$ cat src/rtl/pulse_gen_pkg.sv
// Shared types and helpers for the pulse generator.
package pulse_gen_pkg;

  typedef enum logic [1:0] {IDLE, HIGH, GAP} pg_state_t;

  function automatic logic [31:0] clamp1(input logic [31:0] x);
    return (x == 32'd0) ? 32'd1 : x;
  endfunction

endpackage

$ cat src/rtl/pg_down_counter.sv
// Loadable down counter that holds at zero; tc is high while the count is zero.
// Load has priority over enable; 1-cycle load latency, no backpressure.
module pg_down_counter #(
  parameter int W = 8
) (
  input  logic         clk,
  input  logic         reset,
  input  logic         load,
  input  logic [W-1:0] load_val,
  input  logic         en,
  output logic         tc
);

  logic [W-1:0] cnt;

  always_ff @(posedge clk or posedge reset) begin
    if (reset) begin
      cnt <= '0;
    end else if (load) begin
      cnt <= load_val;
    end else if (en && (cnt != '0)) begin
      cnt <= cnt - W'(1);
    end
  end

  assign tc = (cnt == '0);

endmodule

$ cat src/rtl/pulse_gen.sv
// Turns trigger requests into high pulses of width w followed by a low gap g, queueing extras.
// o_sig rises 1 cycle after an idle trigger; requests beyond MAX_PEND are dropped with o_ovf.
module pulse_gen
  import pulse_gen_pkg::*;
#(
  parameter int  CW       = 8,
  parameter int  MAX_PEND = 7,
  localparam int PW       = $clog2(MAX_PEND + 1)
) (
  input  logic          clk,
  input  logic          reset,
  input  logic          i_trig,
  input  logic [CW-1:0] i_width,
  input  logic [CW-1:0] i_gap,
  output logic          o_sig,
  output logic          o_busy,
  output logic [PW-1:0] o_pend,
  output logic          o_ovf
);

  pg_state_t     state;
  logic [CW-1:0] w_now, g_now, g_lat;
  logic          cnt_load, cnt_en, cnt_tc;
  logic [CW-1:0] cnt_val;
  logic          gap_end, launch;

  assign w_now = CW'(clamp1(32'(i_width)));
  assign g_now = CW'(clamp1(32'(i_gap)));

  // A trigger on the gap's last edge counts toward the relaunch decision.
  assign gap_end = (state == GAP) && cnt_tc;
  assign launch  = gap_end && (i_trig || (o_pend != '0));

  always_comb begin
    cnt_load = 1'b0;
    cnt_val  = '0;
    case (state)
      IDLE: begin
        if (i_trig) begin
          cnt_load = 1'b1;
          cnt_val  = w_now - CW'(1);
        end
      end
      HIGH: begin
        if (cnt_tc) begin
          cnt_load = 1'b1;
          cnt_val  = g_lat - CW'(1);
        end
      end
      GAP: begin
        if (launch) begin
          cnt_load = 1'b1;
          cnt_val  = w_now - CW'(1);
        end
      end
      default: ;
    endcase
  end

  assign cnt_en = (state != IDLE);

  pg_down_counter #(.W(CW)) u_cnt (
    .clk      (clk),
    .reset    (reset),
    .load     (cnt_load),
    .load_val (cnt_val),
    .en       (cnt_en),
    .tc       (cnt_tc)
  );

  always_ff @(posedge clk or posedge reset) begin
    if (reset) begin
      state  <= IDLE;
      o_sig  <= 1'b0;
      o_busy <= 1'b0;
      o_pend <= '0;
      o_ovf  <= 1'b0;
      g_lat  <= '0;
    end else begin
      o_ovf <= 1'b0;
      case (state)
        IDLE: begin
          if (i_trig) begin
            state  <= HIGH;
            o_sig  <= 1'b1;
            o_busy <= 1'b1;
            g_lat  <= g_now;
          end
        end
        HIGH: begin
          if (i_trig) begin
            if (o_pend < PW'(MAX_PEND)) o_pend <= o_pend + PW'(1);
            else                        o_ovf  <= 1'b1;
          end
          if (cnt_tc) begin
            state <= GAP;
            o_sig <= 1'b0;
          end
        end
        GAP: begin
          if (gap_end) begin
            if (launch) begin
              // Trigger plus dequeue nets to zero change in the queue.
              state <= HIGH;
              o_sig <= 1'b1;
              g_lat <= g_now;
              if (!i_trig) o_pend <= o_pend - PW'(1);
            end else begin
              state  <= IDLE;
              o_busy <= 1'b0;
            end
          end else if (i_trig) begin
            if (o_pend < PW'(MAX_PEND)) o_pend <= o_pend + PW'(1);
            else                        o_ovf  <= 1'b1;
          end
        end
        default: begin
          state  <= IDLE;
          o_sig  <= 1'b0;
          o_busy <= 1'b0;
        end
      endcase
    end
  end

endmodule

$ cat config.mk
export PLATFORM = sky130hd
export DESIGN_NAME = pulse_gen
export DESIGN_NICKNAME = d
export VERILOG_FILES = /design/src/rtl/pulse_gen_pkg.sv /design/src/rtl/pg_down_counter.sv /design/src/rtl/pulse_gen.sv
export SDC_FILE = /design/constraint.sdc
export NUM_CORES = 1
export LEC_CHECK = 0
export CAP_MARGIN = 20
export CORE_UTILIZATION = 37
export DETAILED_ROUTE_END_ITERATION = 16
export SYNTH_ARGS = -nofsm -noshare
export SYNTH_HDL_FRONTEND = slang
export SYNTH_SLANG_ARGS = --single-unit
$ cat constraint.sdc
create_clock -name clk -period 6.1 [get_ports clk]
set_input_delay 1.22 -clock clk [delete_from_list [all_inputs] [get_ports clk]]
set_output_delay 1.22 -clock clk [all_outputs]
set_load 0.005 [all_outputs]
[Word level (Yosys, flattened, before mapping)]
Index checks and enable logic that the tools add are counted.
Storage, ports and cells
  register bits after elaboration: 24
  bits in latches: 0
  RAM bits: 0
  ROM bits: 0
  input port bits: 19
  output and inout bits: 6
  logic and storage cells: 81
  memories kept: 0
Cells by class
  $add $sub $neg: 5
  $mul: 0
  div/mod/pow operators: 0
  order comparisons: 1
  equal/unequal tests: 9
  shift operators: 0
  muxes and demuxes: 39
  bitwise operators: 1
  reduce and logical (&&, ||, !) cells: 19
Operator list (number)
  $mux 8: 10
  $logic_not 8->1: 3
  $pmux 8 s3: 1
  $sub 8x1->8 const B: 3
  $pmux 8 s2: 1
  $mux 3: 5
  $mux 1: 13
  $reduce_and 4->1: 3
  $ne 2x2->1 const B: 5
  $pmux 1 s3: 3
  $reduce_bool 2->1: 4
  $reduce_bool 8->1: 1
  $mux 2: 3
  $ne 3x3->1 const B: 2
  $pmux 2 s3: 1
  $pmux 3 s2: 1
  $reduce_and 3->1: 2
  $add 3x1->3 const B: 1
  $logic_and 1x1->1: 3
  $lt 3x3->1 const B: 1
  $reduce_bool 3->1: 1
  $sub 3x1->3 const B: 1
  $eq 2x1->1 const B: 1
  $eq 2x2->1 const B: 1
  4 further kinds: 4

[Longest topological paths before layout]
  word-level depth: 6
  depth in mapped cells: 9

[Cells and area by module]
A second synthesis with hierarchy kept.
Unflattened totals
  cells, all modules: 195
  area, all modules: 1821.7 µm²
Modules (own cells, without submodules)
  pulse_gen: times used 1, cells an instance 142, area each 1326.3 µm²
  pg_down_counter: times used 1, cells an instance 53, area each 495.5 µm²

[Worst setup path after synthesis]
No wires, ideal clock.
  path kind: in2reg
  start: in i_width[2]
  end: reg u_cnt.cnt[4]
  library setup time: 0.124 ns
  data arrival time: 2.737 ns
  data required time: 5.976 ns
  slack: 3.240 ns
  stages: 8
  buffers on the path: 0
  path through: or4_1 nor3_1 a21oi_1 ha_1 inv_1 or3_1 xnor2_1 a211o_1
Between the ends
  cells in the longest elaborated chain, start to end: 6
  elaborated cells between the ends (all ways): 7
  classes of those cells: add/sub: 1; mux: 5; reduce/logical: 1
Ends and longest elaborated chain
  from (decl): RTL line pulse_gen.sv:13  | input logic [CW-1:0] i_width,
  $logic_not 8->1: RTL line pulse_gen_pkg.sv:7  | return (x == 32'd0) ? 32'd1 : x;
  $mux 8 *: RTL line pulse_gen_pkg.sv:7
  $sub 8x1->8 *: RTL line pulse_gen.sv:41, pulse_gen.sv:53
  $mux 8, on equally long branches: RTL line pulse_gen.sv:51, pulse_gen.sv:39
  $pmux 8 s3 *: RTL line pulse_gen.sv:37  | case (state)
  $mux 8 *: RTL line pg_down_counter.sv:19  | end else if (load) begin
  to (signal assigned): RTL line pg_down_counter.sv:20  | cnt <= load_val;
  to (signal assigned): RTL line pg_down_counter.sv:22  | cnt <= cnt - W'(1);
  to (decl): RTL line pg_down_counter.sv:14  | logic [W-1:0] cnt;
Mark *: on every way between the ends. The rest lies on a longest branch, timed or not.
A chain may end at the register's enable or synchronous reset.

[Worst setup path after layout]
  start: in i_width[2]
  end: reg u_cnt.cnt[6]
Same word-level chain as after synthesis.

==> flow_summary.ini <==
[setup_path]
critical_path_class = input pin to register
end_kind = register
start_kind = input pin
path_max_fanout = 5
arrival_ns = 3.42
required_ns = 6.24

[sta]
rsz0062_at_grt = false
tns_ns = 0
hold_viol_final = 0
max_slew_margin_pct = 35.6
fmax_mhz = 304
maxSlewViolCount = 0
whs_ns = 0.529
finalSetupViolCount = 0
period_needed_ns = 3.28
skew_ns = 0.00331
finalCritPeriodShare_pct = 53.8
worst_pin_slew_ns = 0.965

[floorplan]
start_util_pct = 39.0
core_area_um2 = 4410
std_cell_rows = 24
io_pins = 25
die_w_um = 70.2
dieArea_um2 = 4930
die_y_um = 70.2

[clocking]
cts_setup_buffers = 0
cts_tree = done
cts_max_path_buffers = 2
cts_root_buf = clkbuf_8
cts.repair.resized = 0
numCtsBuffers = 3
clkTransAtPathRegs_ns = 0.09
htree_levels = 1
worstSkewPairLatency_ns = 0.27
cts.sinks = 24
postCtsHoldBufs = 0

[yosys]
syn_nets = 214
ys_warn_count = 0
yosysUniqueCellTypes = 49
synth_mux_area_share_pct = 7.05
ys_seq_area_share_pct = 34.9
synth_xor_area_share_pct = 4.58
syn_area_um2 = 1720
async_flop_share_pct = 100
ys_ff_latch = 24
synth-compound-area-share_pct = 21.6
synth_edf_count = 0
synthFlopType = dfrtp_1
synthCells = 185
synth.avg_cell_area_um2 = 9.30
synth_fa_ha_area_share_pct = 7.27
synthSimpleGateAreaFrac_pct = 20.4
synth_top_family_by_area = compound AO/OA/AOI/OAI gates

[finish]
drive_gt1_share_pct = 9.62
nets = 238
final_cells = 260
diodes = 0
layout_common_cells = dfrtp_1, clkdlybuf4s50_1, nor2_1
area_delta_synth_final_pct = 19.8

[detailed_routing]
first_pass_iters = 4
routed_wl_um = 3950
drc_errors = 0
vias_per_cell = 5.72
wire_per_inst_um = 15.2
drtAntennaViolNets = 0
first_iter_violations = 82
via_count = 1488

[power]
peakVddDrop_uv = 173
p_leak_nw = 0.827
p_per_area_nw_per_um2 = 429

[place]
io_buffers = 24
dpl.hpwl_um = 3050
place_congestion = 0.832
dpl.cell_count = 256

[min_path]
min_path_type = register to register

[grt]
grt-ovfl-total = 0
antenna_found_initial = 0
grt_first_pass_wirelength_um = 6680
grt_max_degree = 25
grt_pass1_vias = 1462
globalRouteTotalUtil_pct = 17.0

[run_status]
outcome = finished clean

[job]
max-cap-violations = 0
-- cell type report --
type,count,area (µm²)
multi-input combinational,142,1050
tap,52,65.1
timing repair buffer,24,240
inverter,14,52.6
fill,423,2350
sequential,24,601
clock buffer,4,55.1
-- stage by stage --
| stage | total power, mW | setup slack [ns] | utilization [%] | cell area (µm²) |
|---|---|---|---|---|
| 3_5_place_dp | 0.773 | 2.56 | 45.4 | 2010 |
| 6_report | 0.884 | 2.82 | 46.7 | 2060 |
| 2_1_floorplan | 0.635 | 3.24 | - | 1720 |
| 4_1_cts | 0.888 | 2.84 | 46.7 | 2060 |
| 5_1_grt | 0.960 | 2.68 | 46.7 | 2060 |
| 3_3_place_gp | 0.755 | 2.70 | 45.4 | 2010 |
-- per-layer routing --
layer | track usage (%) | share of wire [%]
met5 | 0 | 0
met2 | 29.0 | 50
met4 | 4.67 | 1.0
met1 | 22.5 | 47
met3 | 2.16 | 2.4
-- cells in the mapped netlist, types with 3 or more instances --
cell      number  area [µm²]
xnor2_1        6        52.6
o31ai_1        5        37.5
inv_1         14        52.6
nand2_1       10        37.5
o21ai_0        9        45.0
a21oi_1       12        60.1
or4_1          6        45.0
nand2b_1       3        18.8
nor2b_1        4        25.0
nor2_1        16        60.1
clkbuf_1       4        15.0
o22ai_1        3        18.8
xor2_1         3        26.3
ha_1          10         125
nor3_1         4        20.0
mux2_2         9         101
dfrtp_1       24         601
-- cells by family after synthesis --
logic type / count (synthesis)
AO/OA/AOI/OAI: 51
XOR/XNOR: 9
adder cells (fa/ha/maj): 10
buffers and inverters: 19
flip-flops: 24
multiplexers: 11
AND/OR/NAND/NOR: 61
-- critical path, cell delays in order --
cell and delay, ns:
clkdlybuf4s50_1 0.49, or4_1 0.60, nor3_1 0.24, a21oi_1 0.13, ha_1 0.22, inv_1 0.07, nor2_1 0.05, xor2_1 0.14
a2bb2oi_1 0.15, o21ai_0 0.11
-- state kept, by name, indices dropped and copies added, names as in the netlist --
name and count:
state 2, u_cnt.cnt 8, o_busy 1, o_pend 3
g_lat 8, o_ovf 1, o_sig 1
-- report_power, final --
part           switching (mW)  total, mW  internal (mW)  leakage [nW]
registers              0.0853      0.320          0.235         0.289
clock network          0.0537      0.111         0.0577        0.0288
logic                   0.224      0.452          0.229         0.509
-- worst paths after layout --
check / startpoint / to / slack, ns / cells after the start
setup / recovery: i_width[2] / u_cnt.cnt[6] / 2.82 / 10
hold / removal: o_sig / o_sig / 0.53 / 2
setup reg to reg: state[0] / u_cnt.cnt[7] / 3.54 / 7
hold reg to reg: o_sig / o_sig / 0.53 / 2
max in group asynchronous: reset / u_cnt.cnt[7] / 4.05 / 2
min in group asynchronous: reset / o_busy / 1.46 / 2
No activity file was read; power rests on OpenSTA's default activity.
